**src/rtl/gen_stream_mux.sv**
```systemverilog
// N_CH:1 stream multiplexer with a registered one-entry output stage and a
// policy chosen by MODE. Define GEN_STREAM_MUX_LOCK_EN to keep a channel granted until its last beat.
module gen_stream_mux #(
  parameter int unsigned WIDTH = 2,
  parameter int unsigned N_CH  = 4,
  parameter int unsigned SEL_W = 2,
  parameter int unsigned MODE  = 0
) (
  input  logic                    clk,
  input  logic                    reset,
  input  logic [N_CH-1:0]         in_valid,
  output logic [N_CH-1:0]         in_ready,
  input  logic [N_CH*WIDTH-1:0]   in_data,
  input  logic [N_CH-1:0]         in_last,
  input  logic [SEL_W-1:0]        sel,
  output logic                    out_valid,
  input  logic                    out_ready,
  output logic [WIDTH-1:0]        out_data,
  output logic [SEL_W-1:0]        out_chan,
  output logic                    out_last
);

  localparam int unsigned LAST_CH = N_CH - 1;

  logic              load;
  logic              xfer;
  logic [N_CH-1:0]   pol_grant;
  logic [N_CH-1:0]   grant;
  logic [SEL_W-1:0]  gidx;
  logic [WIDTH-1:0]  g_data;
  logic              g_last;

  // Isolate the lowest set bit of a request vector.
  function automatic logic [N_CH-1:0] lowest_set(input logic [N_CH-1:0] v);
    logic [N_CH-1:0] r;
    logic            found;
    r     = '0;
    found = 1'b0;
    for (int i = 0; i < N_CH; i++) begin
      if (v[i] && !found) begin
        r[i]  = 1'b1;
        found = 1'b1;
      end
    end
    return r;
  endfunction

  generate
    case (MODE)
      0: begin : g_static
        logic [SEL_W-1:0] sel_eff;
        // Out-of-range selects fall back to the highest channel.
        assign sel_eff = (32'(sel) >= N_CH) ? SEL_W'(LAST_CH) : sel;
        always_comb begin
          pol_grant = '0;
          for (int i = 0; i < N_CH; i++) begin
            pol_grant[i] = in_valid[i] && (sel_eff == SEL_W'(i));
          end
        end
      end
      2: begin : g_rr
        logic [SEL_W-1:0] rr_ptr;
        logic [N_CH-1:0]  upper;
        logic [N_CH-1:0]  hi_req;
        logic             unused_sel;
        assign unused_sel = ^sel;

        always_ff @(posedge clk) begin
          if (reset) begin
            rr_ptr <= SEL_W'(LAST_CH);
          end else if (xfer) begin
            rr_ptr <= gidx;
          end
        end

        always_comb begin
          upper = '0;
          for (int i = 0; i < N_CH; i++) begin
            upper[i] = (SEL_W'(i) > rr_ptr);
          end
        end

        // Channels above the pointer win first; otherwise wrap to the bottom.
        assign hi_req    = in_valid & upper;
        assign pol_grant = (|hi_req) ? lowest_set(hi_req) : lowest_set(in_valid);
      end
      default: begin : g_prio
        logic unused_sel;
        assign unused_sel = ^sel;
        assign pol_grant  = lowest_set(in_valid);
      end
    endcase
  endgenerate

`ifdef GEN_STREAM_MUX_LOCK_EN
  logic             lock_vld;
  logic [SEL_W-1:0] lock_ch;
  logic [N_CH-1:0]  lock_mask;

  // A non-final beat pins arbitration to its channel until the last beat.
  always_ff @(posedge clk) begin
    if (reset) begin
      lock_vld <= 1'b0;
      lock_ch  <= '0;
    end else if (xfer) begin
      lock_vld <= !g_last;
      lock_ch  <= gidx;
    end
  end

  always_comb begin
    lock_mask = '0;
    for (int i = 0; i < N_CH; i++) begin
      lock_mask[i] = (lock_ch == SEL_W'(i));
    end
  end

  assign grant = lock_vld ? (in_valid & lock_mask) : pol_grant;
`else
  assign grant = pol_grant;
`endif

  assign load     = !out_valid || out_ready;
  assign in_ready = (load && !reset) ? grant : '0;
  assign xfer     = load && !reset && (|grant);

  // Grant is one-hot or zero, so an OR-reduction acts as the mux.
  always_comb begin
    gidx   = '0;
    g_data = '0;
    g_last = 1'b0;
    for (int i = 0; i < N_CH; i++) begin
      if (grant[i]) begin
        gidx   = gidx | SEL_W'(i);
        g_data = g_data | in_data[i*WIDTH +: WIDTH];
        g_last = g_last | in_last[i];
      end
    end
  end

  always_ff @(posedge clk) begin
    if (reset) begin
      out_valid <= 1'b0;
      out_data  <= '0;
      out_chan  <= '0;
      out_last  <= 1'b0;
    end else if (load) begin
      out_valid <= xfer;
      if (xfer) begin
        out_data <= g_data;
        out_chan <= gidx;
        out_last <= g_last;
      end
    end
  end

endmodule

```
**config.mk**
```make
export PLATFORM = sky130hd
export DESIGN_NAME = gen_stream_mux
export DESIGN_NICKNAME = d
export VERILOG_FILES = /design/src/rtl/gen_stream_mux.sv
export SDC_FILE = /design/constraint.sdc
export NUM_CORES = 1
export LEC_CHECK = 0
export ABC_CLOCK_PERIOD_IN_PS = 1900
export BUFFER_PORTS_ARGS = -buffer_cell sky130_fd_sc_hd__buf_2
export CAP_MARGIN = 20
export CORE_AREA = 5 5 42 44
export DETAILED_ROUTE_END_ITERATION = 8
export DIE_AREA = 0 0 47 49
export GPL_TIMING_DRIVEN = 0
export PLACE_DENSITY = 0.7
export SYNTH_ARGS = -nofsm -noshare
export SYNTH_HDL_FRONTEND = slang
export SYNTH_SLANG_ARGS = --single-unit
```
**constraint.sdc**
```tcl
create_clock -name clk -period 1.9 [get_ports clk]
set_clock_uncertainty 0.05 [all_clocks]
set_input_delay 0.38 -clock clk [delete_from_list [all_inputs] [get_ports clk]]
set_output_delay 0.38 -clock clk [all_outputs]
set_load 0.03 [all_outputs]
```
==> results of run 1 <==
-- cell type report --
cell class | count | area share [%]
Tap cell | 16 | 3.156
Timing Repair Buffer | 30 | 24.46
Buffer | 3 | 1.972
Multi-Input combinational cell | 43 | 45.56
Clock buffer | 3 | 3.550
Inverter | 4 | 2.367
Sequential cell | 6 | 18.93
-- per-layer routing --
layer | routed length (um) | GRT usage, %
met1 | 461 | 13.69
met2 | 664 | 20.36
met3 | 132 | 6.273
met4 | 24 | 4.147
met5 | 0 | 0
-- flip-flops by register name (all words and copies together), names as in the netlist --
name and flops:
out_data 2, out_chan 2, out_last 1, out_valid 1
-- metrics by stage --
stage                     cell area [sq um]  hold WS, ns  total power, mW  util [%]  worst slack, ns
after CTS                             629.4       0.3265           0.3954     44.91          0.05881
after global routing                  634.4       0.3524           0.4149     45.27        0.0008178
after detailed placement              606.8       0.4030           0.2726     43.30           0.1322
final                                 634.4       0.3359           0.3889     45.27          0.09607
after global placement                606.8       0.3997           0.2696     43.30           0.1713
after floorplan                       436.7       0.3991           0.2226         -           0.1280
-- logic make-up after synthesis --
logic type	after synthesis	share of synthesized area, %
AND/OR/NAND/NOR	24	26.98
buffers and inverters	7	6.450
AO/OA/AOI/OAI	13	21.41
multiplexers	6	17.01
flip-flops	6	28.15
-- layout by cell type (no fill, tap or decap), drive strengths merged, types with 4 or more instances in the layout --
cell type | Yosys | routed
buf | 1 | 31
clkbuf | 2 | 5
dfxtp | 6 | 6
inv | 4 | 4
mux2i | 5 | 5
nand2 | 7 | 7
nor2 | 6 | 6
o21ai | 5 | 5
-- worst max path at each step --
stage	from	to	slack [ns]	cells after the start
2_1_floorplan	out_valid	in_ready[0]	0.13	3
3_3_place_gp	sel[1]	in_ready[2]	0.17	5
3_5_place_dp	sel[1]	in_ready[2]	0.13	5
4_1_cts	out_valid	in_ready[0]	0.06	4
5_1_grt	sel[1]	in_ready[2]	0.0008	5
6_report	out_valid	in_ready[0]	0.1	4
-- power by group --
group          switching, mW  total, mW  internal [mW]
Clock                 0.0473      0.119         0.0715
Combinational         0.0747      0.128         0.0531
Sequential           0.00522      0.142          0.137
Total                  0.127      0.389          0.262
-- timing repair --
action,4_1_cts,5_1_grt
hold buffers,0,0
endpoints found under the setup margin,0,2
gates resized for setup,0,4
-- critical path, cell delays in order (launching register included) --
cell	delay (ns)
sky130_fd_sc_hd__dfxtp_1	0.30
sky130_fd_sc_hd__nor2b_1	0.17
sky130_fd_sc_hd__or2_2	0.33
sky130_fd_sc_hd__nor3b_2	0.16
sky130_fd_sc_hd__buf_4	0.18
==> results.md, run 1 <==
- Top FF cell, synth: sky130_fd_sc_hd__dfxtp_1
- Netlist area before placement: 426.7 sq um
- Detailed Place HPWL: 1066 um
- Post-route ant nets: 0
- Biggest area contributors in the synthesized netlist: sky130_fd_sc_hd__dfxtp_1 (28%), sky130_fd_sc_hd__mux2i_1 (12%), sky130_fd_sc_hd__a32o_1 (7.0%), sky130_fd_sc_hd__nand2_1 (6.2%), sky130_fd_sc_hd__o21ai_0 (5.9%)
- Number of buffers created by CTS: 3
- Max frequency: 554.3 MHz
- Sequential cell area fraction in the yosys report: roughly 28%
- Number of nets produced by synthesis: 77
- Layout overhead on the synthesized area: 48.68%
- Vertical die dimension: 49 um
- DIE AREA: between 2000 and 2500 sq um
- Horizontal extent of the die: 47 um
- Routed wire per std cell: between 10 and 15 um
- Final number of setup-violating endpoints: 0
- CP Max Fanout: 5
- Final GP Congestion: 0.7246
- Number of placed instances with taps included: 102
- Count of port buffers added during placement: 30
- Placeable core area: 1401 sq um
- Master cell of the clock root buffer: sky130_fd_sc_hd__clkbuf_4
- Sinks on Clock Net: 6
- Most common cell in the synthesized netlist: sky130_fd_sc_hd__nand2_1
- Final antenna diode count: 0
- Syn Area/Cell: 7.619 sq um
- Final Hold Fails: 0
- Post-CTS setup buffer count: 0
- Worst-case headroom to the max-slew limit: 71.04%
- Sequential cell area: about 120 sq um
- Run status: completed
- Total global routing track utilization: 12.55%
- Number of antenna violations at the first check in global routing: 0
- Final slew viol count: 0
- Kind of start point of the critical path: flip-flop
- TritonCTS clock tree: done
- Post-route minimum period: roughly 1.8 ns
- #FFs+latches synth: 6
- CTS clk-pin slew, worst paths: 0.04 ns
- Post-synth top cells: sky130_fd_sc_hd__nand2_1 (7), sky130_fd_sc_hd__dfxtp_1 (6), sky130_fd_sc_hd__nor2_1 (6)
- Number of rows in the core area: 14
- Setup repair after global routing missed its margin: false
- DRC: 0
- Area share of the largest cell type after synthesis: 28.15%
- Fraction of final layout cells with drive strength greater than 1: 42.70%
- # IOs: 31
- Worst hold path startpoint: reset
- Number of enable-type register cells in the synthesized netlist: 0
- Async set or reset register ratio after synthesis: 0%
- Count of maximum capacitance violations: 0
- Via/cell ratio: 5.124
- Crit path required time: 1.47 ns
- Global-route wire length before repair: 2139 um
- Via count of the first global-routing pass: 510
- Total wire length: 1282 um
- Number of different library cells in the post-synthesis netlist: 20
- R2R cell count: 5
- Hold/Removal Path Class: in2reg
- Worst R2R Start: out_valid
- Max H-tree Level: 1
- Fill cells: 163
- Post-route non-filler standard cell count: 105
- Kind of end point of the critical path: output pin
- Cell type with the largest total area after synthesis: sky130_fd_sc_hd__dfxtp_1
- Router iterations before antenna repair: 4
- Initial detailed-routing violation count: 10
- Starting utilization of the core area: roughly 30%
- Critical path data arrival time: 1.37 ns
- Instance count along the most critical hold path: 2
- Endpoint, Worst Hold: out_chan[0]
- Maximum number of pins on one net before global-route repair: 11
- Final period utilization: between 90% and 100%
- Setup TNS: 0 ns
- Worst Setup Path Type: reg2out
- Worst R2R End: out_chan[1]
- Number of instances in the synthesized netlist: 56
- Number of vias in the routed layout: 538
- Slack of the worst reg-to-reg path: approximately 0.56 ns
- Clock Tree Buf Depth: 2
- Multi-input combinational cell area: 289.0 sq um
- Worst voltage drop across the vdd grid: 347.6 uV
- Synthesis Warnings: 0
- Power density over the cells: about 600 nW/um^2
- Slew at the pin closest to its max-slew limit: 0.4344 ns
- Total global routing overflow: 0
- Fin nets: 112
- Worst-Skew Late Latency: 0.24 ns
- Leakage Power: 0.3273 nW
No activity file was read; power rests on OpenSTA's default activity.
==> run 2: changes to the inputs <==
--- a/config.mk
+++ b/config.mk
@@ -12,7 +12,7 @@
 export DETAILED_ROUTE_END_ITERATION = 8
 export DIE_AREA = 0 0 47 49
 export GPL_TIMING_DRIVEN = 0
-export PLACE_DENSITY = 0.7
+export PLACE_DENSITY = 0.78
 export SYNTH_ARGS = -nofsm -noshare
 export SYNTH_HDL_FRONTEND = slang
 export SYNTH_SLANG_ARGS = --single-unit
==> results.md, run 2 (synthesis results as in run 1) <==
- DIE AREA: 2303 sq um
- Vertical die dimension: 49 um
- Worst voltage drop across the vdd grid: 312.5 uV
- Router iterations before antenna repair: 4
- Number of placed instances with taps included: between 100 and 150
- Number of buffers created by CTS: 3
- Maximum number of pins on one net before global-route repair: 11
- Layout overhead on the synthesized area: 48.68%
- Number of antenna violations at the first check in global routing: 0
- Internal power consumption: 0.2624 mW
- Horizontal extent of the die: ~47 um
- Total global routing track utilization: 12.34%
- Worst Setup Path Type: reg2out
- CTS clk-pin slew, worst paths: 0.05 ns
- Leakage Power: 0.3277 nW
- Sinks on Clock Net: 6
- Final antenna diode count: 0
- Post-CTS setup buffer count: 0
- Setup TNS: 0 ns
- Most common cell after layout, fill and taps aside: sky130_fd_sc_hd__buf_2
- Worst hold slack across all endpoints: ~0.34 ns
- Final period utilization: 92.42%
- TritonCTS clock tree: done
- Slew at the pin closest to its max-slew limit: 0.4024 ns
- Number of rows in the core area: 14
- Clock Tree Buf Depth: 2
- Standard cell area after detailed placement: roughly 610 sq um
- Final number of setup-violating endpoints: 0
- Count of port buffers added during placement: 30
- Post-route minimum period: about 1.8 ns
- # IOs: 31
- Highest-count cells in the layout ignoring fill and taps: sky130_fd_sc_hd__buf_2 (30), sky130_fd_sc_hd__nand2_1 (7), sky130_fd_sc_hd__nor2_1 (6), sky130_fd_sc_hd__dfxtp_1 (6)
- Fin nets: 112
- Final std cell area, no fill: ~630 sq um
- Sequential fraction of design power: 36.4%
- Setup repair after global routing missed its margin: false
- Final GP Congestion: 0.7171
- Worst-case headroom to the max-slew limit: 73.17%
- Master cell of the clock root buffer: sky130_fd_sc_hd__clkbuf_4
- Biggest regs: out_chan: 2 flops, out_data: 2 flops
- Post-route non-filler standard cell count: 105
- Placeable core area: 1401 sq um
- Number of vias in the routed layout: 522
- Max H-tree Level: 1
- Total global routing overflow: 0
- Detailed Place HPWL: 1042 um
- Run status: completed
- Initial detailed-routing violation count: 5
- Clock network fraction of design power: 30.8%
- Net switching power figure: 0.1285 mW
- Count of maximum capacitance violations: 0
- Crit path required time: 1.47 ns
- Final slew viol count: 0
- Max frequency: around 570 MHz
- Net switching share of the total power: between 30% and 40%
- Hold/Removal Path Class: in2reg
- Final Hold Fails: 0
- Critical path data arrival time: 1.33 ns
- Kind of start point of the critical path: flip-flop
- Post-route ant nets: 0
- Starting utilization of the core area: 30.45%
- Via count of the first global-routing pass: 494
- Gate power share: 32.8%
- CP Max Fanout: 5
- Via/cell ratio: 4.971
- Fill cells: 153
- DRC: 0
- Fraction of final layout cells with drive strength greater than 1: 42.70%
- Routed wire per std cell: 11.95 um
- Total wire length: 1255 um
- Kind of end point of the critical path: output pin
- Power density over the cells: 616.2 nW/um^2
- Global-route wire length before repair: 2083 um
- Worst-Skew Late Latency: about 0.25 ns
run 2: cell type report:
cell class | instances | area (sq um) | area share (%)
multi-input cells | 43 | 291.5 | 45.96
plain buffers | 3 | 12.51 | 1.972
inverters | 4 | 15.01 | 2.367
clock buffers | 3 | 22.52 | 3.550
flip-flops and latches | 6 | 120.1 | 18.93
well taps | 16 | 20.02 | 3.156
repair buffers | 30 | 152.6 | 24.06
run 2: worst max-delay path, cell delays in order, from the launching register on:
cell	delay (ns)
sky130_fd_sc_hd__dfxtp_1	0.30
sky130_fd_sc_hd__nor2b_1	0.17
sky130_fd_sc_hd__or2_4	0.26
sky130_fd_sc_hd__nor3_2	0.14
sky130_fd_sc_hd__buf_2	0.21
run 2: worst paths after layout:
kind          startpoint  slack, ns  depth (start not counted)           to
max            out_valid       0.14                          4  in_ready[1]
min                reset       0.34                          2  out_chan[0]
max reg2reg    out_valid       0.54                          5  out_chan[1]
min reg2reg  out_data[0]       0.41                          2  out_data[0]
run 2: layer usage:
layer,vias up,part of all wire (%),GRT usage (%)
li1,270,-,-
met1,227,37,13.69
met2,23,51,20.81
met3,2,11,5.535
met4,0,1.4,2.765
met5,-,0,0
run 2: power groups by stage:
| stage | combinational [mW] | sequential (mW) | clock [mW] |
|---|---|---|---|
| after floorplan | 0.0570 | 0.166 | 0 |
| after global placement | 0.125 | 0.144 | 0 |
| after detailed placement | 0.128 | 0.145 | 0 |
| after CTS | 0.128 | 0.142 | 0.123 |
| after global routing | 0.142 | 0.143 | 0.125 |
| final | 0.128 | 0.142 | 0.120 |
run 2: repair_timing:
action                                  4_1_cts  5_1_grt
hold buffers                                  0        0
gates resized for setup                       0        3
endpoints found under the setup margin        0        1
run 2: metrics by stage:
stage / worst slack, ns / util, % / power (mW)
3_5_place_dp: 0.1342 / 43.30 / 0.2721
6_report: 0.1440 / 45.27 / 0.3909
4_1_cts: 0.04210 / 44.91 / 0.3937
2_1_floorplan: 0.1280 / - / 0.2226
5_1_grt: 0.002838 / 45.27 / 0.4104
3_3_place_gp: 0.1786 / 43.30 / 0.2688
==> run 3: changes to the inputs <==
--- a/config.mk
+++ b/config.mk
@@ -8,11 +8,13 @@
 export ABC_CLOCK_PERIOD_IN_PS = 1900
 export BUFFER_PORTS_ARGS = -buffer_cell sky130_fd_sc_hd__buf_2
 export CAP_MARGIN = 20
-export CORE_AREA = 5 5 42 44
+export CELL_PAD_IN_SITES_DETAIL_PLACEMENT = 0
+export CELL_PAD_IN_SITES_GLOBAL_PLACEMENT = 1
+export CORE_MARGIN = 5
+export CORE_UTILIZATION = 25
 export DETAILED_ROUTE_END_ITERATION = 8
-export DIE_AREA = 0 0 47 49
 export GPL_TIMING_DRIVEN = 0
-export PLACE_DENSITY = 0.78
+export PLACE_DENSITY = 0.87
 export SYNTH_ARGS = -nofsm -noshare
 export SYNTH_HDL_FRONTEND = slang
 export SYNTH_SLANG_ARGS = --single-unit
==> results.md, run 3 (synthesis results as in run 1) <==
- Hold-fix buffers, CTS: 0
- Detailed Place HPWL: roughly 1000 um
- Number of vias in the routed layout: 526
- Number of placed instances with taps included: 103
- Slowest-stage cell, CP: sky130_fd_sc_hd__or2_2
- DIE AREA: 2633 sq um
- Post-route non-filler standard cell count: 106
- Sinks on Clock Net: 6
- Via count of the first global-routing pass: a little over 500
- TritonCTS clock tree: done
- Post-CTS setup buffer count: 0
- Kind of end point of the critical path: output pin
- Count of maximum capacitance violations: 0
- Horizontal extent of the die: about 50 um
- Most common cell after layout, fill and taps aside: sky130_fd_sc_hd__buf_2
- Final period utilization: 95.09%
- Vertical die dimension: 51.31 um
- Power density over the cells: 604.2 nW/um^2
- Setup repair after global routing missed its margin: false
- Critical path data arrival time: 1.38 ns
- Number of rows in the core area: 15
- Max H-tree Level: 1
- Final antenna diode count: 0
- Run status: completed
- Router iterations before antenna repair: 4
- Final worst-path setup slack: 0.09324 ns
- Highest-count cells in the layout ignoring fill and taps: sky130_fd_sc_hd__buf_2 (30), sky130_fd_sc_hd__nand2_1 (7), sky130_fd_sc_hd__nor2_1 (6), sky130_fd_sc_hd__dfxtp_1 (6)
- Leakage Power: between 0.3 and 0.4 nW
- Total global routing track utilization: 10.37%
- Layout overhead on the synthesized area: 48.39%
- Fraction of final layout cells with drive strength greater than 1: between 40% and 50%
- Max frequency: about 550 MHz
- Fill cells: approximately 190
- Placeable core area: 1670 sq um
- Final slew viol count: 0
- Maximum number of pins on one net before global-route repair: 11
- DRC: 0
- Number of antenna violations at the first check in global routing: 0
- Worst Setup Path Type: reg2out
- Post-route ant nets: 0
- Final number of setup-violating endpoints: 0
- Standard cell area after detailed placement: 608.1 sq um
- Setup TNS: 0 ns
- Clock Tree Buf Depth: 2
- Final Hold Fails: 0
- Final GP Congestion: ~0.76
- Starting utilization of the core area: around a quarter
- Largest delay share family, worst path: simple AND/OR/NAND/NOR gates
- Longest individual stage delay on the worst path: roughly 0.32 ns
- Biggest regs: out_chan: 2 flops, out_data: 2 flops
- Final std cell area, no fill: 633.1 sq um
- # IOs: 31
- Total wire length: 1258 um
- Via/cell ratio: 4.962
- Slew at the pin closest to its max-slew limit: 0.3939 ns
- Routed wire per std cell: 11.87 um
- Worst-Skew Late Latency: 0.24 ns
- Worst-case headroom to the max-slew limit: 73.74%
- Count of port buffers added during placement: 30
- Crit path required time: 1.47 ns
- Critical-path cell list: nor2b_1 -> or2_2 -> nor3_2 -> buf_2
- Core occupancy in the finished layout: approximately 38%
- Master cell of the clock root buffer: sky130_fd_sc_hd__clkbuf_4
- Total global routing overflow: 0
- Buffer and inverter count on the worst path: 1
- Resized cells post-CTS: 0
- Worst voltage drop across the vdd grid: 363.3 uV
- Total power of the final layout: 0.3825 mW
- CTS clk-pin slew, worst paths: approximately 0.04 ns
- Post-route minimum period: roughly 1.8 ns
- Hold/Removal Path Class: in2reg
- Fin nets: between 100 and 150
- Initial detailed-routing violation count: 7
- Number of buffers created by CTS: 3
- Global-route wire length before repair: 1994 um
- CP Max Fanout: 5
- Place WS: 0.1354 ns
- Worst hold slack across all endpoints: approximately 0.34 ns
- Kind of start point of the critical path: flip-flop
[run 3: where the power goes]
group          switching [mW]  internal [mW]
clock                  0.0428         0.0712
combinational          0.0737         0.0527
sequential            0.00487          0.137
[run 3: path summary, 6_finish.rpt]
path                            startpoint     endpoint  slack [ns]  depth (start not counted)
worst max-delay path             out_valid  in_ready[1]        0.09                          4
worst min-delay path                 reset  out_chan[0]        0.34                          2
worst max register to register   out_valid  out_chan[1]        0.57                          5
worst min register to register    out_last     out_last        0.41                          2
[run 3: per-layer routing]
metal  part of all wire, %  vias to the layer above  global-route usage, %
li1                      -                      269                      -
met1                    43                      235                  11.07
met2                    46                       20                  16.74
met3                   9.2                        2                  6.122
met4                   1.4                        0                  3.930
met5                     0                        -                      0
[run 3: cell type report]
cell class / instances / area [sq um] / area share [%]
clock buffers: 3 / 22.52 / 3.557
well taps: 17 / 21.27 / 3.360
plain buffers: 3 / 12.51 / 1.976
flip-flops and latches: 6 / 120.1 / 18.97
multi-input cells: 43 / 289.0 / 45.65
repair buffers: 30 / 152.6 / 24.11
inverters: 4 / 15.01 / 2.372
